**src/rtl/imem_loader_pkg.sv**
```systemverilog
// Shared types and constants for the instruction-memory loader.
// The CHECK state exists only when IMEM_LOADER_CHECKSUM_EN is defined.
package imem_loader_pkg;

   localparam int BYTES_PER_WORD = 4;
   localparam int BYTE_CNT_W     = $clog2(BYTES_PER_WORD);
   localparam int WORD_BITS      = BYTES_PER_WORD * 8;

`ifdef IMEM_LOADER_CHECKSUM_EN
   typedef enum logic [2:0] {
      S_IDLE    = 3'd0,
      S_COLLECT = 3'd1,
      S_WRITE   = 3'd2,
      S_CHECK   = 3'd3,
      S_DONE    = 3'd4
   } loaderState_e;
`else
   typedef enum logic [2:0] {
      S_IDLE    = 3'd0,
      S_COLLECT = 3'd1,
      S_WRITE   = 3'd2,
      S_DONE    = 3'd4
   } loaderState_e;
`endif

endpackage

```
**src/rtl/imem_word_assembler.sv**
```systemverilog
// Big-endian byte-to-word assembler: holds the first three bytes of a word and
// presents the full word combinationally together with the fourth byte.
module imem_word_assembler
   import imem_loader_pkg::*;
(
   input  logic                 clk_i,
   input  logic                 rst_i,
   input  logic                 clear_i,
   input  logic                 accept_i,
   input  logic [7:0]           byte_i,
   output logic [WORD_BITS-1:0] word_o,
   output logic                 complete_o
);

   logic [WORD_BITS-9:0]  shift_q, shift_d;
   logic [BYTE_CNT_W-1:0] count_q, count_d;

   // Stalls (accept_i low) leave both the partial word and the count untouched.
   always_comb begin
      shift_d = shift_q;
      count_d = count_q;
      if (clear_i) begin
         shift_d = '0;
         count_d = '0;
      end else if (accept_i) begin
         shift_d = {shift_q[WORD_BITS-17:0], byte_i};
         count_d = count_q + BYTE_CNT_W'(1);
      end
   end

   always_ff @(posedge clk_i) begin
      if (rst_i) begin
         shift_q <= '0;
         count_q <= '0;
      end else begin
         shift_q <= shift_d;
         count_q <= count_d;
      end
   end

   assign complete_o = accept_i && !clear_i &&
                       (count_q == BYTE_CNT_W'(BYTES_PER_WORD - 1));
   assign word_o     = {shift_q, byte_i};

endmodule

```
**src/rtl/imem_loader.sv**
```systemverilog
// Streams program bytes into instruction memory one word at a time.
// Define IMEM_LOADER_CHECKSUM_EN to verify a trailing XOR checksum word.
module imem_loader
   import imem_loader_pkg::*;
#(
   parameter int MEM_WIDTH     = 32,
   parameter int MEM_DEPTH     = 100,
   parameter int ADDRESS_WIDTH = 32
) (
   input  logic                          clk,
   input  logic                          rst,
   input  logic                          start,
   input  logic [$clog2(MEM_DEPTH):0]    num_words,
   input  logic [7:0]                    byte_in,
   input  logic                          byte_valid,
   output logic                          byte_ready,
   output logic                          WE,
   output logic [ADDRESS_WIDTH-1:0]      WA,
   output logic [MEM_WIDTH-1:0]          WD,
   output logic                          busy,
   output logic                          done,
   output logic                          err
);

   localparam int NW_W = $clog2(MEM_DEPTH) + 1;

   loaderState_e           state_q;
   logic [NW_W-1:0]        numWords_q;
   logic [NW_W-1:0]        wordIdx_q;
   logic                   byteReady_q;
   logic                   we_q;
   logic [ADDRESS_WIDTH-1:0] wa_q;
   logic [MEM_WIDTH-1:0]   wd_q;
   logic                   busy_q;
   logic                   done_q;
   logic                   err_q;
`ifdef IMEM_LOADER_CHECKSUM_EN
   logic [WORD_BITS-1:0]   csum_q;
`endif

   logic                   asmClear;
   logic                   asmAccept;
   logic                   asmComplete;
   logic [WORD_BITS-1:0]   asmWord;

   assign asmClear  = (state_q == S_IDLE) && start;
   assign asmAccept = byte_valid && byteReady_q;

   imem_word_assembler u_assembler (
      .clk_i      (clk),
      .rst_i      (rst),
      .clear_i    (asmClear),
      .accept_i   (asmAccept),
      .byte_i     (byte_in),
      .word_o     (asmWord),
      .complete_o (asmComplete)
   );

   // Every output is registered and updated alongside the state transition that implies it.
   always_ff @(posedge clk) begin
      if (rst) begin
         state_q     <= S_IDLE;
         numWords_q  <= '0;
         wordIdx_q   <= '0;
         byteReady_q <= 1'b0;
         we_q        <= 1'b0;
         wa_q        <= '0;
         wd_q        <= '0;
         busy_q      <= 1'b0;
         done_q      <= 1'b0;
         err_q       <= 1'b0;
`ifdef IMEM_LOADER_CHECKSUM_EN
         csum_q      <= '0;
`endif
      end else begin
         we_q   <= 1'b0;
         done_q <= 1'b0;
         case (state_q)
            S_IDLE: begin
               if (start) begin
                  numWords_q <= num_words;
                  wordIdx_q  <= '0;
                  err_q      <= 1'b0;
                  busy_q     <= 1'b1;
`ifdef IMEM_LOADER_CHECKSUM_EN
                  csum_q     <= '0;
`endif
                  if (num_words == '0) begin
                     state_q <= S_DONE;
                     done_q  <= 1'b1;
                  end else if (int'(num_words) > MEM_DEPTH) begin
                     state_q <= S_DONE;
                     done_q  <= 1'b1;
                     err_q   <= 1'b1;
                  end else begin
                     state_q     <= S_COLLECT;
                     byteReady_q <= 1'b1;
                  end
               end
            end

            S_COLLECT: begin
               if (asmComplete) begin
                  state_q     <= S_WRITE;
                  byteReady_q <= 1'b0;
                  we_q        <= 1'b1;
                  wa_q        <= ADDRESS_WIDTH'(wordIdx_q) << 2;
                  wd_q        <= MEM_WIDTH'(asmWord);
               end
            end

            S_WRITE: begin
               wordIdx_q <= wordIdx_q + NW_W'(1);
`ifdef IMEM_LOADER_CHECKSUM_EN
               csum_q    <= csum_q ^ WORD_BITS'(wd_q);
`endif
               if (wordIdx_q == numWords_q - NW_W'(1)) begin
`ifdef IMEM_LOADER_CHECKSUM_EN
                  state_q     <= S_CHECK;
                  byteReady_q <= 1'b1;
`else
                  state_q     <= S_DONE;
                  done_q      <= 1'b1;
`endif
               end else begin
                  state_q     <= S_COLLECT;
                  byteReady_q <= 1'b1;
               end
            end

`ifdef IMEM_LOADER_CHECKSUM_EN
            // The trailing word is compared, never written to memory.
            S_CHECK: begin
               if (asmComplete) begin
                  state_q     <= S_DONE;
                  byteReady_q <= 1'b0;
                  done_q      <= 1'b1;
                  err_q       <= (asmWord != csum_q);
               end
            end
`endif

            S_DONE: begin
               state_q <= S_IDLE;
               busy_q  <= 1'b0;
            end

            default: begin
               state_q     <= S_IDLE;
               byteReady_q <= 1'b0;
               busy_q      <= 1'b0;
            end
         endcase
      end
   end

   assign byte_ready = byteReady_q;
   assign WE         = we_q;
   assign WA         = wa_q;
   assign WD         = wd_q;
   assign busy       = busy_q;
   assign done       = done_q;
   assign err        = err_q;

endmodule
```
**config.mk**
```make
export PLATFORM = sky130hd
export DESIGN_NAME = imem_loader
export DESIGN_NICKNAME = d
export VERILOG_FILES = /design/src/rtl/imem_loader_pkg.sv /design/src/rtl/imem_word_assembler.sv /design/src/rtl/imem_loader.sv
export SDC_FILE = /design/constraint.sdc
export NUM_CORES = 1
export LEC_CHECK = 0
export ABC_AREA = 1
export BUFFER_PORTS_ARGS = -buffer_cell sky130_fd_sc_hd__clkbuf_2
export CAP_MARGIN = 10
export CORE_MARGIN = 2
export CORE_UTILIZATION = 40
export CTS_CLUSTER_SIZE = 16
export DETAILED_ROUTE_END_ITERATION = 8
export PLACE_DENSITY = 0.69
export SLEW_MARGIN = 30
export SYNTH_ARGS = -nofsm -noshare
export SYNTH_HDL_FRONTEND = slang
export SYNTH_SLANG_ARGS = --single-unit
```
**constraint.sdc**
```tcl
create_clock -name clk -period 2.2 [get_ports clk]
set_input_delay 0.22 -clock clk [delete_from_list [all_inputs] [get_ports clk]]
set_output_delay 0.22 -clock clk [all_outputs]
set_load 0.01 [all_outputs]
```
Yosys cells after proc, flatten, opt, wreduce, memory -nomap -nowiden
Index checks and enable logic that the tools add are counted.
- flip-flop bits (word level): 90
- input bits: 20
- output and inout bits: 69
- word-level logic and storage cells: 69
- $add $sub $neg: 3
- order comparisons: 1
- equal/unequal tests: 10
- multiplexer cells: 23
- bitwise gates (word level): 3
- reduce and logical (&&, ||, !) cells: 17
- operator list (kind ; count):
    $pmux W8 S2 ; 1
    $mux W3 ; 5
    $mux W1 ; 12
    $ne A2 B2 Y1 const B ; 5
    $reduce_and A2 Y1 ; 5
    $pmux W3 S3 ; 1
    $add A8 B1 Y8 const B ; 1
    $eq A8 B8 Y1 ; 1
    $gt A8 B7 Y1 const B ; 1
    $logic_not A8 Y1 ; 1
    $mux W8 ; 1
    $sub A8 B1 Y8 const B ; 1
    $reduce_and A6 Y1 ; 1
    $reduce_or A2 Y1 ; 3
    $logic_and A1 B1 Y1 ; 4
    $pmux W1 S2 ; 2
    $pmux W1 S4 ; 1
    $eq A3 B1 Y1 const B ; 1
    $eq A3 B2 Y1 const B ; 1
    $eq A3 B3 Y1 const B ; 1
    $logic_not A3 Y1 ; 1
    $not A1 Y1 ; 3
    $add A2 B1 Y2 const B ; 1
    $eq A2 B2 Y1 const B ; 1
    2 further kinds ; 2

Depth between registers and ports, before layout
Gate-level depths: netlist of run 1.
- depth after elaboration: 7
- mapped depth: 14
- depth with buffers taken out: 14

Cells and area by module
Synthesis of run 1 repeated with hierarchy kept, for this count alone.
- cells, all modules: 584
- area total of the unflattened synthesis: 4106.4 sq um
- by module, submodules not included (module ; times used ; cells an instance ; area each (sq um) ; seq. area each (sq um)):
    imem_loader ; 1 ; 409 ; 2939.1 ; 1281.2
    imem_word_assembler ; 1 ; 175 ; 1167.4 ; 520.5

Worst setup path after synthesis of run 1
Ideal clock, no wire load.
- kind: flip-flop to flip-flop
- start: register numWords_q[0]
- end: register state_q[2]
- setup time: 0.086 ns
- arrival: 1.514 ns
- data required time: 2.114 ns
- setup slack: 0.600 ns
- cell stages (with the launch flop): 12
- buffers on the path: 0
- period minus slack after synthesis: 1.600 ns
- cell sequence: dfxtp_1 inv_1 ha_1 inv_1 nand2_1 nand2_1 nand3_1 nor2_1 nand3_1 nor2_1 nand3_1 a211oi_1
- longest elaborated chain between the ends: 4
- ends and longest elaborated chain (element ; RTL line ; RTL):
    start, declared ; imem_loader.sv:28 ; logic [NW_W-1:0] numWords_q;
    start signal, assigned ; imem_loader.sv:81 ; numWords_q <= num_words;
    $sub A8 B1 Y8 ; imem_loader.sv:117 ; if (wordIdx_q == numWords_q - NW_W'(1)) begin
    $eq A8 B8 Y1 ; imem_loader.sv:117 ;
    $mux W3 ; imem_loader.sv:117 ;
    $pmux W3 S3 ; imem_loader.sv:78 ; case (state_q)
    end signal, assigned ; imem_loader.sv:89 ; state_q <= S_DONE;
    end signal, assigned ; imem_loader.sv:122 ; state_q <= S_DONE;
    end signal, assigned ; imem_loader.sv:126 ; state_q <= S_COLLECT;
    end, declared ; imem_loader.sv:27 ; loaderState_e state_q;
Every way passes these cells.
A chain may end at the register's enable or synchronous reset.

Worst setup path in the final report of run 1
- start: register numWords_q[0]
- end: register done_q (netlist: done)
- longest elaborated chain between the ends: 4
- ends and longest elaborated chain (element ; RTL line ; RTL):
    $sub A8 B1 Y8 ; imem_loader.sv:117 ;
    $eq A8 B8 Y1 ; imem_loader.sv:117 ;
    $mux W1 ; imem_loader.sv:117 ;
    $pmux W1 S2 ; imem_loader.sv:78 ;
    end signal, assigned ; imem_loader.sv:77 ; done_q <= 1'b0;
    end signal, assigned ; imem_loader.sv:90 ; done_q <= 1'b1;
    end signal, assigned ; imem_loader.sv:123 ; done_q <= 1'b1;
    end, declared ; imem_loader.sv:35 ; logic done_q;
Every way passes these cells.

==> flow_metrics.env, run 1 <==
export IMPL_dieArea_sq_um=10400
export IMPL_drc_errors=0
export IMPL_first_pass_iters=4
export IMPL_dp_slack_ns=0.373
export IMPL_grt_pass1_wl_um=15100
export IMPL_vias_per_cell=4.87
export IMPL_fin_setup_tns_ns=0
export IMPL_fmax_mhz=548
export IMPL_clockBufferDepth=2
export IMPL_power_uw=3930
export IMPL_final_period_utilization_pct=83.0
export IMPL_worstSetupStartpointType="flop"
export IMPL_power_density_nw_per_um2=899
export IMPL_cts_htree_levels=3
export IMPL_placedCellCount=687
export IMPL_io_buffers=64
export IMPL_fin_nets=592
export IMPL_hold_class="in -> reg"
export IMPL_grt_usage_pct=18.4
export IMPL_cts_tree="built"
export IMPL_yosysTopAreaCell="dfxtp_1"
export IMPL_design_core_area_sq_um=9280
export IMPL_cts_setup_buffers=0
export IMPL_fin_crit_ns=1.83
export IMPL_syn_area_sq_um=3840
export IMPL_clock_sinks=90
export IMPL_drv_slew=0
export IMPL_skew_ns=0.00958
export IMPL_gp_congestion=0.862
export IMPL_setup_viol=0
export IMPL_vdd_drop_max_v=0.000394
export IMPL_grt_antenna_before_repair=0
export IMPL_fillers=970
export IMPL_yosys_warnings=0
export IMPL_ys_ff_latch=90
export IMPL_dp_hpwl_um=6370
export IMPL_die_width_um=102
export IMPL_row_count=35
export IMPL_synthCells=512
export IMPL_fin_cells=703
export IMPL_synth_area_top_cells="dfxtp_1, nor2_1, nand3_1"
export IMPL_layout_drive_gt1_share_pct=17.2
export IMPL_p_leak_uw=0.00195
export IMPL_postRouteWirelength_um=9090
export IMPL_required_ns=2.47
export IMPL_post_cts_resized=0
export IMPL_worst_pin_slew_ns=0.573
export IMPL_relSlewSlack_pct=61.7
export IMPL_antennaDiodeCount=0
export IMPL_wl_per_cell_um=12.9
export IMPL_finalWorstSetupSlack_ns=0.375
export IMPL_pin_count=89
export IMPL_rsz0062_at_grt="no"
export IMPL_clk_pin_slew_ns=0.10
export IMPL_multi_input_area_sq_um=1670
export IMPL_outcome="complete, no violations"
export IMPL_maxCapViolations=0
export IMPL_insertion_delay_ns=0.36
export IMPL_synth_top_area_share_pct=46.9
export IMPL_antenna_left=0
export IMPL_start_util_pct=41.4
export IMPL_vias=3422
export IMPL_grt_pass1_vias=3221
export IMPL_synth_cell_type_count=28
export IMPL_regArea_sq_um=1800
export IMPL_cts_root_buf="clkbuf_8"
export IMPL_grt_remaining_overflow=0
export IMPL_critical_path_class="reg -> reg"
export IMPL_worstPathArrival_ns=2.10
export IMPL_syn2layout_area_growth_pct=13.7
export IMPL_whs_path_depth=3
export IMPL_chipHeight_um=102
export IMPL_cts_buffers_inserted=9
export IMPL_cts_hold_buf=0
export IMPL_yosysSeqAreaShare_pct=46.9
export IMPL_r2r_cells=10
export IMPL_drt_iter0_markers=149
export IMPL_finalHoldViolCount=0
export IMPL_grt_max_degree=49
export IMPL_avgSynthCellArea_sq_um=7.50
export IMPL_endpoint_kind="flop"
export IMPL_worstPathMaxFanout=7
==> registers in the layout, summed over array words and instances, names as in the netlist <==
signal and flops:
numWords_q 8, WE 1, state_q 3, u_assembler.count_q 2, err 1, byte_ready 1
wordIdx_q 8, WA 8, busy 1, WD 32, done 1, u_assembler.shift_q 24
==> kinds of logic (layout without fill, tap and decap cells) <==
family                   after synthesis  after routing  share of synthesized area [%]
AO/OA/AOI/OAI                        104            104                           14.4
XOR/XNOR                               2              2                          0.456
adder cells (fa/ha/maj)                3              3                          0.977
buffers and inverters                 84            123                           11.8
flip-flops                            90             90                           46.9
other                                  1             24                         0.0976
AND/OR/NAND/NOR                      228            228                           25.4
==> Yosys cell counts <==
master / number
conb_1: 1
nor2_4: 1
o21ai_2: 2
o21ai_0: 40
buf_6: 4
nor3_2: 1
buf_4: 27
nand2_2: 1
nor4_2: 1
dfxtp_1: 90
nand4_1: 4
a31oi_1: 1
xor2_1: 2
nand2_1: 73
o22ai_1: 2
nand3_1: 57
ha_1: 3
inv_2: 2
nor2_2: 3
a211oi_1: 6
clkbuf_1: 14
a221oi_1: 2
o21ai_1: 11
nor2_1: 85
buf_2: 4
nor4_1: 2
inv_1: 33
a21oi_1: 40
==> metrics by stage <==
step,hold WS [ns],utilization [%],cell area (sq um)
detailed placement,0.457,44.8,4160
finish,0.106,47.1,4370
CTS,0.0869,47.1,4370
floorplan,0.298,-,3930
global placement,0.452,44.8,4160
global route,0.0997,47.1,4370
==> cell type report <==
type	instances	area share [%]
clock buffer	9	2.84
tap	129	3.69
clock inverter	7	1.92
multi-input combinational	361	38.3
inverter	35	3.01
sequential	90	41.2
timing repair buffer	72	8.99
==> routing by layer <==
metal | GRT usage [%] | routed length [um] | vias up
li1 | - | - | 1754
met1 | 23.0 | 4120 | 1574
met2 | 31.0 | 4410 | 87
met3 | 4.45 | 435 | 7
met4 | 6.46 | 128 | 0
met5 | 0 | 0 | -
==> power breakdown <==
part / internal, uW / leakage, uW / switching [uW]
sequential: 1780 / 0.000730 / 91.0
clock: 549 / 0.000108 / 633
combinational: 290 / 0.00111 / 585
==> final timing paths <==
kind,slack [ns],from,end
setup / recovery,0.37,numWords_q[0],done
hold / removal,0.11,byte_in[5],u_assembler.shift_q[5]
setup reg to reg,0.37,numWords_q[0],done
hold reg to reg,0.47,err,err
==> cell usage in the layout, fill, tap and decap left out, types with 3 or more instances in the layout <==
cell and count:
dfxtp_1 90, nor2_2 3, buf_4 7, inv_1 33
a211oi_1 6, nor2_1 85, nand4_1 4, o21ai_1 11
clkbuf_2 64, a21oi_1 40, clkbuf_8 9, conb_1 24
o21ai_0 40, nand3_1 57, nand2_1 73, ha_1 3
==> worst max-delay path, cell delays in order (launching register included) <==
cell and delay, ns:
dfxtp_1 0.33, inv_1 0.16, ha_1 0.26, nand2_1 0.09
nor2_1 0.13, nand2_1 0.09, nand3_1 0.07, nand3_1 0.08
nor2_1 0.14, nand3_1 0.15, a211oi_1 0.24
(Power assumes the default switching activity.)
==> run 2, diff against run 1 <==
clock period = 1.8 ns   (was 2.2 ns; I/O delays follow)
==> run 2 against run 1 <==
Clock power rose by 19%. Sequential cell count did not move. Worst hold slack got worse by 0.046 ns. Routed wire length rose by 3.0%. Clock-buffer cell count did not move. Via count rose by 4.3%. Combinational power rose by 33%. Sequential share of layout area fell by 1.0 points. Setup slack got worse by 0.25 ns.
==> flow_metrics.env, run 2 (synthesis gave the netlist of run 1 again) <==
export IMPL_drt_iter0_markers=151
export IMPL_clk_pin_slew_ns=0.10
export IMPL_cts_htree_levels=3
export IMPL_p_leak_uw=0.00199
export IMPL_vdd_drop_max_v=0.000520
export IMPL_setup_viol=0
export IMPL_fin_setup_tns_ns=0
export IMPL_maxCapViolations=0
export IMPL_fin_crit_ns=1.68
export IMPL_die_width_um=102
export IMPL_clock_sinks=90
export IMPL_netSwitchingPower_uw=1720
export IMPL_wl_per_cell_um=13.1
export IMPL_cts_buffers_inserted=9
export IMPL_skew_ns=0.0133
export IMPL_dp_hpwl_um=6600
export IMPL_mostFrequentLayoutCell="dfxtp_1"
export IMPL_sw_frac_of_total_pct=35.3
export IMPL_grt_usage_pct=18.7
export IMPL_syn2layout_area_growth_pct=16.8
export IMPL_cts_root_buf="clkbuf_8"
export IMPL_antenna_left=0
export IMPL_grt_max_degree=37
export IMPL_hold_class="in -> reg"
export IMPL_insertion_delay_ns=0.37
export IMPL_clockBufferDepth=2
export IMPL_grt_pass1_wl_um=15400
export IMPL_drc_errors=0
export IMPL_outcome="complete, no violations"
export IMPL_dp_slack_ns=0.0392
export IMPL_antennaDiodeCount=0
export IMPL_io_buffers=64
export IMPL_fin_nets=601
export IMPL_gp_congestion=0.916
export IMPL_worstPathMaxFanout=26
export IMPL_grt_antenna_before_repair=0
export IMPL_grt_pass1_vias=3353
export IMPL_finalWorstSetupSlack_ns=0.124
export IMPL_finalHoldViolCount=0
export IMPL_worstPathArrival_ns=1.93
export IMPL_pwr_share_seq_pct=47.2
export IMPL_critical_path_class="reg -> reg"
export IMPL_postRouteWirelength_um=9360
export IMPL_endpoint_kind="flop"
export IMPL_final_cell_mix="dfxtp_1, nor2_1, nand2_1"
export IMPL_worstSetupStartpointType="flop"
export IMPL_pin_count=89
export IMPL_power_uw=4850
export IMPL_final_period_utilization_pct=93.1
export IMPL_pwr_share_clk_pct=28.9
export IMPL_power_frac_comb_pct=23.9
export IMPL_cts_hold_buf=0
export IMPL_dpl_cell_area_sq_um=4230
export IMPL_grt_remaining_overflow=0
export IMPL_layout_drive_gt1_share_pct=20.2
export IMPL_power_density_nw_per_um2=1080
export IMPL_fmax_mhz=597
export IMPL_chipHeight_um=102
export IMPL_cts_tree="built"
export IMPL_ff2ff_setup_slack_ns=0.12
export IMPL_whs_ns=0.0604
export IMPL_vias=3569
export IMPL_first_pass_iters=4
export IMPL_rsz0062_at_grt="no"
export IMPL_start_util_pct=41.4
export IMPL_vias_per_cell=5.01
export IMPL_dieArea_sq_um=10400
export IMPL_final_area_sq_um=4490
export IMPL_required_ns=2.05
export IMPL_largest_reg_flops=32
export IMPL_p_int_uw=3140
export IMPL_design_core_area_sq_um=9280
export IMPL_row_count=35
export IMPL_drv_slew=0
==> run 2: cell types whose count changed in the layout (fill, tap and decap cells not counted), sizes merged <==
cell,change
inv,+1
bufinv,-1
buf,+9
==> run 2: metrics by stage <==
step                instances  utilization [%]
global placement          695             45.6
detailed placement        695             45.6
finish                    712             48.3
global route              712             48.3
CTS                       711             47.8
floorplan                 535                -
==> run 2: what timing repair did <==
action,CTS,global route
setup endpoints to repair,0,10
buffers inserted,0,1
gates resized for setup,0,16
==> run 2: critical path, cell delays in order, from the launching register on <==
cell and delay (ns):
dfxtp_1 0.35, inv_1 0.08, nor3_4 0.15, inv_2 0.06, a31oi_1 0.15, inv_1 0.09
o21ai_2 0.11, nor2_2 0.09, buf_4 0.22, o21ai_0 0.20, a21oi_1 0.06
==> run 2: cell type report <==
type                       instances  area [sq um]
multi-input combinational        361          1720
sequential                        90          1800
inverter                          35           131
timing repair buffer              81           473
clock inverter                     7          76.3
clock buffer                       9           124
tap                              129           161
fill                             954          4800
==> run 2: metal layers <==
| metal | vias up | GRT usage, % | share of wire [%] |
|---|---|---|---|
| met4 | 0 | 7.49 | 2.1 |
| li1 | 1765 | - | - |
| met1 | 1659 | 23.6 | 44 |
| met2 | 127 | 31.6 | 48 |
| met3 | 18 | 3.49 | 5.6 |
| met5 | - | 0 | 0 |
==> run 2: power by group through the flow <==
stage / clock network (uW) / registers (uW) / logic [uW]
6_report: 1400 / 2290 / 1160
4_1_cts: 1440 / 2290 / 1120
2_1_floorplan: 0 / 2370 / 728
3_5_place_dp: 0 / 2330 / 1110
3_3_place_gp: 0 / 2330 / 1100
5_1_grt: 1520 / 2310 / 1300
==> run 2: final timing paths <==
| check | startpoint | to | depth (start not counted) |
|---|---|---|---|
| worst max-delay path | state_q[0] | WA[2] | 10 |
| worst min-delay path | num_words[4] | numWords_q[4] | 3 |
| worst max register to register | state_q[0] | WA[2] | 10 |
| worst min register to register | u_assembler.shift_q[21] | u_assembler.shift_q[21] | 2 |
